==> config.mk <==
export PLATFORM = sky130hd
export DESIGN_NAME = cpu_multicycle_flat
export DESIGN_NICKNAME = d
export VERILOG_FILES = /design/src/rtl/cpu_multicycle_pkg.sv /design/src/rtl/cpu_multicycle_if.sv /design/src/rtl/alu.sv /design/src/rtl/cpu_multicycle_mc_control.sv /design/src/rtl/regfile.sv /design/src/rtl/sign_extender.sv /design/src/rtl/cpu_multicycle.sv /design/src/flat_wrapper.sv
export SDC_FILE = /design/constraint.sdc
export NUM_CORES = 2
export LEC_CHECK = 0
export CAP_MARGIN = 20
export CORE_AREA = 8 8 694 354
export CTS_BUF_LIST = sky130_fd_sc_hd__clkbuf_16
export DETAILED_ROUTE_END_ITERATION = 10
export DIE_AREA = 0 0 702 362
export GPL_TIMING_DRIVEN = 1
export RECOVER_POWER = 25
export SYNTH_ARGS = -nofsm -noshare
export SYNTH_HDL_FRONTEND = slang
export SYNTH_SLANG_ARGS = --single-unit
==> constraint.sdc <==
create_clock -name clk -period 7.8 [get_ports clk]
set_clock_uncertainty 0.1 [all_clocks]
set_input_delay 0.78 -clock clk [delete_from_list [all_inputs] [get_ports clk]]
set_output_delay 0.78 -clock clk [all_outputs]
set_load 0.02 [all_outputs]
==> src/rtl/cpu_multicycle_pkg.sv <==
// rtl/cpu_multicycle_pkg.sv - shared opcodes, FSM states and control encodings for the multi-cycle RV32I core
package cpu_multicycle_pkg;

    typedef enum logic [6:0] {
        OP_LW  = 7'b0000011,
        OP_I   = 7'b0010011,
        OP_SW  = 7'b0100011,
        OP_R   = 7'b0110011,
        OP_BEQ = 7'b1100011,
        OP_JAL = 7'b1101111
    } opcode_t;

    typedef enum logic [2:0] {
        START   = 3'd0,
        FETCH   = 3'd1,
        DECODE  = 3'd2,
        EXECUTE = 3'd3,
        MEM     = 3'd4,
        WB      = 3'd5,
        HALT    = 3'd6
    } mc_state_t;

    localparam logic [2:0] ALU_ADD = 3'd0;
    localparam logic [2:0] ALU_SUB = 3'd1;
    localparam logic [2:0] ALU_AND = 3'd2;
    localparam logic [2:0] ALU_OR  = 3'd3;
    localparam logic [2:0] ALU_SLT = 3'd4;

    localparam logic [1:0] IMM_I = 2'd0;
    localparam logic [1:0] IMM_S = 2'd1;
    localparam logic [1:0] IMM_B = 2'd2;
    localparam logic [1:0] IMM_J = 2'd3;

    localparam logic [1:0] WD_ALU = 2'd0;
    localparam logic [1:0] WD_MDR = 2'd1;
    localparam logic [1:0] WD_PC  = 2'd2;

endpackage

==> src/rtl/cpu_multicycle_if.sv <==
// rtl/cpu_multicycle_if.sv - unified instruction/data memory port with req/ready handshake
interface cpu_multicycle_if #(
    parameter int ADDR_W = 32
);
    logic              mem_req;
    logic              mem_we;
    logic [ADDR_W-1:0] mem_addr;
    logic [31:0]       mem_wdata;
    logic [31:0]       mem_rdata;
    logic              mem_ready;

    modport master (output mem_req, mem_we, mem_addr, mem_wdata, input mem_rdata, mem_ready);
    modport slave  (input mem_req, mem_we, mem_addr, mem_wdata, output mem_rdata, mem_ready);
endinterface

==> src/rtl/alu.sv <==
// rtl/alu.sv - 32-bit ALU: add, sub, and, or, signed set-less-than
module alu
    import cpu_multicycle_pkg::*;
(
    input  logic [31:0] a_i,
    input  logic [31:0] b_i,
    input  logic [2:0]  ctrl_i,
    output logic [31:0] y_o,
    output logic        zero_o
);
    // Operation select; unknown codes fall back to add
    always_comb begin
        case (ctrl_i)
            ALU_SUB: y_o = a_i - b_i;
            ALU_AND: y_o = a_i & b_i;
            ALU_OR:  y_o = a_i | b_i;
            ALU_SLT: y_o = {31'd0, $signed(a_i) < $signed(b_i)};
            default: y_o = a_i + b_i;
        endcase
    end

    assign zero_o = (y_o == 32'd0);
endmodule

==> src/rtl/cpu_multicycle_mc_control.sv <==
// rtl/cpu_multicycle_mc_control.sv - controller FSM and decode; CPU_MC_ILLEGAL_TRAP_EN makes illegal instructions halt instead of retiring as NOP
module mc_control
    import cpu_multicycle_pkg::*;
(
    input  logic       clk,
    input  logic       reset_n,
    input  logic [6:0] opcode_i,
    input  logic [2:0] funct3_i,
    input  logic [6:0] funct7_i,
    input  logic       zero_i,
    input  logic       mem_ready_i,
    output logic       mem_req_o,
    output logic       mem_we_o,
    output logic       addr_sel_o,
    output logic       ir_we_o,
    output logic       decode_we_o,
    output logic       alu_out_we_o,
    output logic       mdr_we_o,
    output logic       rf_we_o,
    output logic [1:0] wd_sel_o,
    output logic [2:0] alu_ctrl_o,
    output logic       alu_src_imm_o,
    output logic       pc_target_we_o,
    output logic [1:0] imm_sel_o,
    output logic       retired_o,
    output logic       halted_o
);
    localparam logic [2:0] S_START   = START;
    localparam logic [2:0] S_FETCH   = FETCH;
    localparam logic [2:0] S_DECODE  = DECODE;
    localparam logic [2:0] S_EXECUTE = EXECUTE;
    localparam logic [2:0] S_MEM     = MEM;
    localparam logic [2:0] S_WB      = WB;
    localparam logic [2:0] S_HALT    = HALT;

    logic [2:0] state_q, state_d;
    logic       is_r, is_i, is_lw, is_sw, is_beq, is_jal, arith_f3, legal;
    logic [2:0] funct_alu;

    // Classify the instruction held in IR and pick ALU op / immediate format
    always_comb begin
        arith_f3 = funct3_i inside {3'b000, 3'b010, 3'b110, 3'b111};
        is_lw    = (opcode_i == OP_LW)  && (funct3_i == 3'b010);
        is_sw    = (opcode_i == OP_SW)  && (funct3_i == 3'b010);
        is_beq   = (opcode_i == OP_BEQ) && (funct3_i == 3'b000);
        is_jal   = (opcode_i == OP_JAL);
        is_i     = (opcode_i == OP_I) && arith_f3;
        is_r     = (opcode_i == OP_R) && arith_f3 &&
                   ((funct7_i == 7'b0000000) || ((funct7_i == 7'b0100000) && (funct3_i == 3'b000)));
        legal    = is_r | is_i | is_lw | is_sw | is_beq | is_jal;
        case (funct3_i)
            3'b111:  funct_alu = ALU_AND;
            3'b110:  funct_alu = ALU_OR;
            3'b010:  funct_alu = ALU_SLT;
            default: funct_alu = (is_r && funct7_i[5]) ? ALU_SUB : ALU_ADD;
        endcase
        if (is_beq)              alu_ctrl_o = ALU_SUB;
        else if (is_lw || is_sw) alu_ctrl_o = ALU_ADD;
        else                     alu_ctrl_o = funct_alu;
        alu_src_imm_o = is_i | is_lw | is_sw;
        if (is_sw)       imm_sel_o = IMM_S;
        else if (is_beq) imm_sel_o = IMM_B;
        else if (is_jal) imm_sel_o = IMM_J;
        else             imm_sel_o = IMM_I;
    end

    // State register
    always_ff @(posedge clk or negedge reset_n) begin
        if (!reset_n) state_q <= S_START;
        else          state_q <= state_d;
    end

    // Next state and per-state enables; memory outputs depend only on state and IR
    always_comb begin
        state_d        = state_q;
        mem_req_o      = 1'b0;
        mem_we_o       = 1'b0;
        addr_sel_o     = 1'b0;
        ir_we_o        = 1'b0;
        decode_we_o    = 1'b0;
        alu_out_we_o   = 1'b0;
        mdr_we_o       = 1'b0;
        rf_we_o        = 1'b0;
        wd_sel_o       = WD_ALU;
        pc_target_we_o = 1'b0;
        retired_o      = 1'b0;
        halted_o       = 1'b0;
        case (state_q)
            S_START: state_d = S_FETCH;
            S_FETCH: begin
                mem_req_o = 1'b1;
                if (mem_ready_i) begin
                    ir_we_o = 1'b1;
                    state_d = S_DECODE;
                end
            end
            S_DECODE: begin
                decode_we_o = 1'b1;
                if (legal) begin
                    state_d = S_EXECUTE;
                end else begin
`ifdef CPU_MC_ILLEGAL_TRAP_EN
                    state_d = S_HALT;
`else
                    retired_o = 1'b1;
                    state_d   = S_FETCH;
`endif
                end
            end
            S_EXECUTE: begin
                if (is_lw || is_sw) begin
                    alu_out_we_o = 1'b1;
                    state_d      = S_MEM;
                end else if (is_beq) begin
                    pc_target_we_o = zero_i;
                    retired_o      = 1'b1;
                    state_d        = S_FETCH;
                end else if (is_jal) begin
                    rf_we_o        = 1'b1;
                    wd_sel_o       = WD_PC;
                    pc_target_we_o = 1'b1;
                    retired_o      = 1'b1;
                    state_d        = S_FETCH;
                end else begin
                    alu_out_we_o = 1'b1;
                    state_d      = S_WB;
                end
            end
            S_MEM: begin
                mem_req_o  = 1'b1;
                mem_we_o   = is_sw;
                addr_sel_o = 1'b1;
                if (mem_ready_i) begin
                    if (is_sw) begin
                        retired_o = 1'b1;
                        state_d   = S_FETCH;
                    end else begin
                        mdr_we_o = 1'b1;
                        state_d  = S_WB;
                    end
                end
            end
            S_WB: begin
                rf_we_o   = 1'b1;
                wd_sel_o  = is_lw ? WD_MDR : WD_ALU;
                retired_o = 1'b1;
                state_d   = S_FETCH;
            end
            S_HALT:  halted_o = 1'b1;
            default: state_d = S_START;
        endcase
    end
endmodule

==> src/rtl/regfile.sv <==
// rtl/regfile.sv - 32x32 register file, two async read ports, x0 hardwired to zero
module regfile (
    input  logic        clk,
    input  logic        reset_n,
    input  logic        we_i,
    input  logic [4:0]  ra1_i,
    input  logic [4:0]  ra2_i,
    input  logic [4:0]  wa_i,
    input  logic [31:0] wd_i,
    output logic [31:0] rd1_o,
    output logic [31:0] rd2_o
);
    logic [31:0] regs_q [32];

    // Clear on reset; writes to x0 are dropped
    always_ff @(posedge clk or negedge reset_n) begin
        if (!reset_n) begin
            for (int i = 0; i < 32; i++) regs_q[i] <= '0;
        end else if (we_i && (wa_i != 5'd0)) begin
            regs_q[wa_i] <= wd_i;
        end
    end

    assign rd1_o = (ra1_i == 5'd0) ? 32'd0 : regs_q[ra1_i];
    assign rd2_o = (ra2_i == 5'd0) ? 32'd0 : regs_q[ra2_i];
endmodule

==> src/rtl/sign_extender.sv <==
// rtl/sign_extender.sv - immediate extraction and sign extension for I/S/B/J formats
module sign_extender
    import cpu_multicycle_pkg::*;
(
    input  logic [31:7] instr_i,
    input  logic [1:0]  sel_i,
    output logic [31:0] imm_o
);
    // Reassemble the scattered immediate bits of the selected format
    always_comb begin
        case (sel_i)
            IMM_S:   imm_o = {{20{instr_i[31]}}, instr_i[31:25], instr_i[11:7]};
            IMM_B:   imm_o = {{19{instr_i[31]}}, instr_i[31], instr_i[7], instr_i[30:25], instr_i[11:8], 1'b0};
            IMM_J:   imm_o = {{11{instr_i[31]}}, instr_i[31], instr_i[19:12], instr_i[20], instr_i[30:21], 1'b0};
            default: imm_o = {{20{instr_i[31]}}, instr_i[31:20]};
        endcase
    end
endmodule

==> src/rtl/cpu_multicycle.sv <==
// rtl/cpu_multicycle.sv - multi-cycle RV32I core datapath (build option CPU_MC_ILLEGAL_TRAP_EN)
module cpu_multicycle
    import cpu_multicycle_pkg::*;
#(
    parameter logic [31:0] RESET_PC = 32'h0000_0000,
    parameter int          ADDR_W   = 32
) (
    input  logic                    clk,
    input  logic                    reset_n,
    cpu_multicycle_if.master        mem,
    output logic                    retired,
    output logic                    halted
);
    logic [31:0] pc_q, pc_d, old_pc_q, ir_q, a_q, b_q, alu_out_q, mdr_q, target_q;
    logic [31:0] rd1, rd2, imm_ext, alu_b, alu_y, rf_wd, addr_full;
    logic        alu_zero;
    logic        mem_req_w, mem_we_w, addr_sel, ir_we, decode_we, alu_out_we, mdr_we, rf_we;
    logic        alu_src_imm, pc_target_we;
    logic [1:0]  wd_sel, imm_sel;
    logic [2:0]  alu_ctrl;

    mc_control u_ctrl (
        .clk(clk), .reset_n(reset_n),
        .opcode_i(ir_q[6:0]), .funct3_i(ir_q[14:12]), .funct7_i(ir_q[31:25]),
        .zero_i(alu_zero), .mem_ready_i(mem.mem_ready),
        .mem_req_o(mem_req_w), .mem_we_o(mem_we_w), .addr_sel_o(addr_sel),
        .ir_we_o(ir_we), .decode_we_o(decode_we), .alu_out_we_o(alu_out_we),
        .mdr_we_o(mdr_we), .rf_we_o(rf_we), .wd_sel_o(wd_sel), .alu_ctrl_o(alu_ctrl),
        .alu_src_imm_o(alu_src_imm), .pc_target_we_o(pc_target_we), .imm_sel_o(imm_sel),
        .retired_o(retired), .halted_o(halted)
    );

    regfile u_rf (
        .clk(clk), .reset_n(reset_n), .we_i(rf_we && (ir_q[11:7] != 5'd0)),
        .ra1_i(ir_q[19:15]), .ra2_i(ir_q[24:20]), .wa_i(ir_q[11:7]), .wd_i(rf_wd),
        .rd1_o(rd1), .rd2_o(rd2)
    );

    sign_extender u_sext (.instr_i(ir_q[31:7]), .sel_i(imm_sel), .imm_o(imm_ext));

    assign alu_b = alu_src_imm ? imm_ext : b_q;

    alu u_alu (.a_i(a_q), .b_i(alu_b), .ctrl_i(alu_ctrl), .y_o(alu_y), .zero_o(alu_zero));

    // Next pc: +4 when a fetch completes, branch/jump target when execute redirects
    always_comb begin
        pc_d = pc_q;
        if (ir_we)        pc_d = pc_q + 32'd4;
        if (pc_target_we) pc_d = target_q;
    end

    // Register write-back source: ALU result, loaded word, or link address (pc already old_pc+4)
    always_comb begin
        case (wd_sel)
            WD_MDR:  rf_wd = mdr_q;
            WD_PC:   rf_wd = pc_q;
            default: rf_wd = alu_out_q;
        endcase
    end

    // Datapath registers, each loaded only in the state that owns it
    always_ff @(posedge clk or negedge reset_n) begin
        if (!reset_n) begin
            pc_q      <= RESET_PC;
            old_pc_q  <= '0;
            ir_q      <= '0;
            a_q       <= '0;
            b_q       <= '0;
            alu_out_q <= '0;
            mdr_q     <= '0;
            target_q  <= '0;
        end else begin
            pc_q <= pc_d;
            if (ir_we) begin
                ir_q     <= mem.mem_rdata;
                old_pc_q <= pc_q;
            end
            if (decode_we) begin
                a_q      <= rd1;
                b_q      <= rd2;
                target_q <= old_pc_q + imm_ext;
            end
            if (alu_out_we) alu_out_q <= alu_y;
            if (mdr_we)     mdr_q     <= mem.mem_rdata;
        end
    end

    assign addr_full     = addr_sel ? alu_out_q : pc_q;
    assign mem.mem_req   = mem_req_w;
    assign mem.mem_we    = mem_we_w;
    assign mem.mem_addr  = {addr_full[ADDR_W-1:2], 2'b00};
    assign mem.mem_wdata = b_q;
endmodule
==> src/flat_wrapper.sv <==
// flat-port wrapper written by rule: the top's interface ports become plain ports
module cpu_multicycle_flat import cpu_multicycle_pkg::*;
#(
    parameter logic [31:0] RESET_PC = 32'h0000_0000,
    parameter int          ADDR_W   = 32
)
  (clk, reset_n, retired, halted, mem_mem_req, mem_mem_we, mem_mem_addr, mem_mem_wdata, mem_mem_rdata, mem_mem_ready);
  cpu_multicycle_if #(.ADDR_W(ADDR_W)) mem_i ();
  input  logic clk;
  input  logic reset_n;
  output logic retired;
  output logic halted;
  output wire logic [$bits(mem_i.mem_req)-1:0] mem_mem_req;
  output wire logic [$bits(mem_i.mem_we)-1:0] mem_mem_we;
  output wire logic [$bits(mem_i.mem_addr)-1:0] mem_mem_addr;
  output wire logic [$bits(mem_i.mem_wdata)-1:0] mem_mem_wdata;
  input wire logic [$bits(mem_i.mem_rdata)-1:0] mem_mem_rdata;
  input wire logic [$bits(mem_i.mem_ready)-1:0] mem_mem_ready;
  assign mem_mem_req = mem_i.mem_req;
  assign mem_mem_we = mem_i.mem_we;
  assign mem_mem_addr = mem_i.mem_addr;
  assign mem_mem_wdata = mem_i.mem_wdata;
  assign mem_i.mem_rdata = mem_mem_rdata;
  assign mem_i.mem_ready = mem_mem_ready;
  cpu_multicycle #(.RESET_PC(RESET_PC), .ADDR_W(ADDR_W)) u_core (.clk(clk), .reset_n(reset_n), .mem(mem_i), .retired(retired), .halted(halted));
endmodule
# Yosys cells after proc, flatten, opt, wreduce, memory -nomap -nowiden

Cells that the tools add are included.

Flip-flop bits (word level): 1283
Word-level logic and storage cells: 180
Input port bits: 35
Output and inout bits: 68

Reduce and logical (&&, ||, !) cells: 25
Bitwise operators: 13
Equal/unequal tests: 27
Add/subtract/negate cells: 4
Magnitude comparators: 5
Mux-type cells: 65

Operators with widths:

| operator                                                        | count |
|---|---|
| 1024-bit bitwise mux                                            | 1 |
| 32-bit two-way mux                                              | 11 |
| 32-bit binary-select mux with 5-bit select                      | 2 |
| 32-bit demux with 5-bit select                                  | 1 |
| 32-bit case mux with 4 select lines                             | 1 |
| 32-bit adder                                                    | 2 |
| 32-bit case mux with 2 select lines                             | 1 |
| 20-bit case mux with 3 select lines                             | 1 |
| 32-bit by 3-bit adder with 32-bit output, second input constant | 1 |
| 32-bit AND                                                      | 1 |
| 32-bit logical NOT                                              | 1 |
| 32-bit < comparator                                             | 1 |
| 32-bit OR                                                       | 1 |
| 32-bit subtractor                                               | 1 |
| 1-bit two-way mux                                               | 27 |
| 3-bit two-way mux                                               | 8 |
| 7-bit by 6-bit == test with 1-bit output, second input constant | 3 |
| 3-bit == test, second input constant                            | 6 |
| 6-bit >= comparator, second input constant                      | 3 |
| 5-bit NOT with 6-bit output                                     | 3 |
| 3-bit case mux with 6 select lines                              | 1 |
| 3-bit by 2-bit == test with 1-bit output, second input constant | 5 |
| 7-bit == test, second input constant                            | 2 |
| 2-bit two-way mux                                               | 7 |
| 23 further kinds                                                | 48 |

# Longest topological paths before layout

Depth in word-level cells: 16
Mapped depth: 27
Mapped depth without buffers: 22

# Cells and area by module

A second synthesis with hierarchy kept.

Cells, all modules: 5680
Area total of the unflattened synthesis: 73676.9 µm²

By module, submodules not included:

| module         | sequential area each (µm²) | area an instance (µm²) | cells an instance | instances |
|---|---|---|---|---|
| regfile        | 25624.6                    | 54357.1                | 3621              | 1 |
| cpu_multicycle | 6406.1                     | 13187.6                | 1136              | 1 |
| alu            | 0.0                        | 5243.8                 | 805               | 1 |
| mc_control     | 75.1                       | 565.5                  | 79                | 1 |
| sign_extender  | 0.0                        | 322.8                  | 39                | 1 |

# Least setup slack after synthesis

Ideal clock, no wire load.

Path type: flip-flop to flip-flop
From: reg u_core.ir_q[12]
To: reg u_core.pc_q[22]
Data arrival time: 5.801 ns
Cell stages (with the launch flop): 25
Buffers on the path: 3
Period minus slack after synthesis: 5.975 ns
Setup time: 0.073 ns
Path slack: 1.825 ns
Data required time: 7.627 ns
Cell sequence: dfrtp_1 clkbuf_1 nor2_1 nand2_1 nor4_1 and3_1 a31oi_1 o21ai_0 ha_1 inv_1 fa_1 nor2b_1 o31a_1 o211ai_1 a2111oi_0 o21ai_0 a311oi_1 mux2i_1 nand3_1 nor4b_1 nand4_2 or3_1 buf_6 buf_6 a21oi_2

Word-level cells in the longest chain between the ends: 16
Elaborated cells between the ends (all ways): 44
Those cells by class: add/sub: 2; order compare: 1; eq/ne: 10; mux: 13; bitwise: 4; reduce/logical: 14

RTL lines:

| element                                                         | line                             | source |
|---|---|---|
| from (decl)                                                     | cpu_multicycle.sv:14             | `logic [31:0] pc_q, pc_d, old_pc_q, ir_q, a_q, b_q, alu_out_q, mdr_q, target_q;` |
| from (signal assigned)                                          | cpu_multicycle.sv:75             | `ir_q <= mem.mem_rdata;` |
| branches (longest 13 deep; another with 32-bit adder)           | -                                |  |
| 1-bit two-way mux *                                             | cpu_multicycle_mc_control.sv:111 | `if (is_lw \|\| is_sw) begin` |
| 1-bit two-way mux *                                             | cpu_multicycle_mc_control.sv:88  | `case (state_q)` |
| 32-bit two-way mux / 2-bit nonzero test (equally long branches) | -                                |  |
| to (signal assigned)                                            | cpu_multicycle.sv:73             | `pc_q <= pc_d;` |
| to (decl)                                                       | cpu_multicycle.sv:14             |  |

Mark *: on every way between the ends.
A chain may end at the register's enable or synchronous reset.

# Worst setup path in the final report

From: reg u_core.ir_q[2]
To: reg u_core.pc_q[17]

Word-level cells in the longest chain between the ends: 15
Elaborated cells between the ends (all ways): 45
Those cells by class: add/sub: 2; order compare: 1; eq/ne: 13; mux: 15; bitwise: 4; reduce/logical: 10

RTL lines:

| element                                                         | line |
|---|---|
| branches (longest 12 deep; another with 32-bit adder)           | - |
| 1-bit two-way mux *                                             | cpu_multicycle_mc_control.sv:111 |
| 1-bit two-way mux *                                             | cpu_multicycle_mc_control.sv:88 |
| 32-bit two-way mux / 2-bit nonzero test (equally long branches) | - |

Marks and branches as above.

==> results.cfg <==
[status]
status = finished with violations
violations = capacitance limit, slew limit

[route]
viasPerCell = 5.75
drt-initial-drc-count = 7677
routedWlPerCell_um = 26.5
drt_pass1_iterations = 6
wirelength_um = 255000
ant_nets = 0
drc = 0
num_vias = 55300

[sta]
fin_crit_sh_pct = 94.7
rsz0062_at_grt = false
drv_slew = 895
setup_violations = 0
slew_headroom_pct = -160
timing.final.hold_violations = 0
fin_crit_ns = 7.38
max_freq_mhz = 135
tightest_slew_ns = 3.89
tns_ns = 0

[floorplan]
die-area_um2 = 254000
core_um2 = 237000
die_x_um = 702
io-pin-count = 103
rows = 127
initial_core_util_pct = 29.7
dieHeight_um = 362

[cts]
clock-sinks = 1283
post_cts_buffers = 0
clk_latency_ns = 0.76
clockBufferDepth = 3
htree_levels = 3
clk_pin_slew_worst_paths_ns = 0.07
cts_root_buf = clkbuf_16
cts_tree = yes
numCtsBuffers = 107

[finish]
fillers = 23600
stdcell_area_um2 = 78200
final_cell_mix = nand2_1 (1408), dfrtp_1 (1273), o21ai_0 (1143)
final_util_pct = 33.0
final_cells = 9622
layout_commonest_cell = nand2_1
layout.nets = 6544
area_delta_synth_final_pct = 11.1
drive_gt1_share_pct = 17.9

[synth]
synthFlopType = dfrtp_1
seq_area_frac_synth_pct = 45.6
syn_area_um2 = 70400
syn_inst = 6631
syn_avg_cell_area_um2 = 10.6
yosysTopAreaCellShare_pct = 45.6
synth_area_leaders = dfrtp_1 (46%), mux4_2 (19%), o21ai_0 (8.1%)
yosysWarnings = 0
synth_edf_count = 0
async_reset_ff_share_pct = 100
synth-seq-cells = 1283
synth.distinct_cells = 81
synth_top_area_cell = dfrtp_1

[global_routing]
grt_max_degree = 188
grt_overflow = 0
grt_pass1_vias = 53300
grtUsageTotal_pct = 19.6
grt_first_pass_wirelength_um = 376000
antenna_found_initial = 7

[power]
ir_drop_mv = 0.338
leakage_nw = 32.1
powerDensity_nw_per_um2 = 377
finalPower_mw = 29.5

[critical_path]
cp_max_fo = 29
slowest_stage = a2111oi_2
crit_path_frequent_cell = buf_4
arrival_ns = 7.95
cp.required_ns = 8.37
path_class = register to register
crit_chain = nand4bb_1 > nor4_1 > clkbuf_1 > and3_1 > a31oi_1 > o21ai_0 > ha_1 > inv_1 > fa_1 > nor2b_1 > o31a_1 > o211ai_1 > a2111oi_2 > buf_4 > o21ai_0 > a311oi_1 > mux2i_1 > nand3_1 > nor4b_1 > buf_4 > nand4_2 > or3_1 > buf_4 > a21oi_1
cp-start-kind = register
end_kind = register
cpPeakStageDelay_ns = 0.61

[place]
port_buffers = 100
place_area_um2 = 74700
place_hpwl_um = 168000
dp.cells = 9422
gp_congestion = 1.02

[job]
maxCapViolCount = 12

[worst_hold_path]
hold_class = register to register
-- kinds of logic (layout without fill, tap and decap cells) --
kind of cell    count (synthesis)  in the layout  share of synthesized area, %
compound gates               1694           1694                          13.5
xor+xnor                       70             70                         0.871
buf+inv                       743            572                          4.02
simple gates                 1915           1915                          11.3
fa+ha+maj                     135            135                          2.43
flops                        1283           1283                          45.6
other cells                     1              3                       0.00533
mux                           790            790                          22.3
-- area by class of cell --
type	instances	area (um2)	share of cell area, %
diodes	1	2.50	0.00320
clock buffers	108	2700	3.46
clock inverters	88	803	1.03
inverters	112	420	0.538
multi-input cells	4606	35900	45.9
flip-flops and latches	1283	32100	41.1
well taps	3160	3950	5.06
repair buffers	264	2290	2.93
-- metrics by stage --
step / hold slack [ns] / setup WS (ns)
2_1_floorplan: 0.341 / 1.83
3_3_place_gp: 0.276 / 0.560
3_5_place_dp: 0.284 / 0.412
4_1_cts: 0.300 / 0.373
5_1_grt: 0.312 / 0.0746
6_report: 0.297 / 0.415
-- where the power goes --
part | total [mW] | internal (mW) | switching, mW
Sequential | 10.1 | 8.26 | 1.89
Clock | 5.68 | 2.93 | 2.75
Combinational | 13.6 | 5.22 | 8.41
Total | 29.5 | 16.4 | 13.0
-- sequential cells by signal (all words and copies together) (netlist names) --
register and count:
u_core.alu_out_q 32, u_core.a_q 32, u_core.u_ctrl.state_q 3, u_core.old_pc_q 32
u_core.mem.mem_wdata 32, u_core.u_rf.regs_q 1024, u_core.mdr_q 32, u_core.pc_q 32
u_core.target_q 32, u_core.ir_q 32
-- layer usage --
layer / vias to the layer above / GRT usage (%) / share of wire, %
met3: 383 / 6.61 / 13
met4: 0 / 4.07 / 2.2
met5: - / 0 / 0
li1: 23400 / - / -
met2: 3165 / 25.9 / 39
met1: 28400 / 30.3 / 46
-- worst max-delay path: cells and delay by family (launching register included) --
family,cells,cell delay [ns]
buffers and inverters,5,1.03
AOI/OAI and AO/OA,8,2.51
DFF,1,0.40
muxes,1,0.22
and+or+nand+nor,8,2.30
adders and majority gates,2,0.73
-- path summary, 6_finish.rpt --
kind | start | slack, ns | endpoint | depth (start not counted)
min reg2reg | u_core.u_rf.regs_q[1012] | 0.30 | u_core.u_rf.regs_q[1012] | 0
min | u_core.u_rf.regs_q[1012] | 0.30 | u_core.u_rf.regs_q[1012] | 0
min in group asynchronous | reset_n | 1.70 | u_core.u_rf.regs_q[695] | 2
max | u_core.ir_q[2] | 0.42 | u_core.pc_q[17] | 24
max reg2reg | u_core.ir_q[2] | 0.42 | u_core.pc_q[17] | 24
max in group asynchronous | reset_n | 1.18 | u_core.u_rf.regs_q[816] | 3
-- synthesized netlist by cell type (all sizes together), types with 7 or more instances --
master  instances
a211oi         21
and2           10
a31oi          19
nand4b          9
o31ai           8
ha            132
dfrtp        1283
nor3           43
nand2b         18
a221oi          7
o21ai        1146
xor2           25
inv           111
or2            12
and3           19
o32ai          54
nand4          25
xnor2          45
o21a           17
o221ai          7
a21oi         205
o21bai         10
o211ai         24
nand2        1424
or4             7
buf            78
a21o           26
nor2b          35
or3            40
clkbuf        553
nand3          46
nor2          190
mux4          608
mux2          123
a22oi          37
o31a            7
o22ai          48
nor4           19
mux2i          59
-- repair_timing --
item	CTS	global route
setup endpoints to repair	0	31
resized for setup	0	2
hold buffers	1	0
endpoints found under the hold margin	49	0
Power figures use the tool's default switching activity.
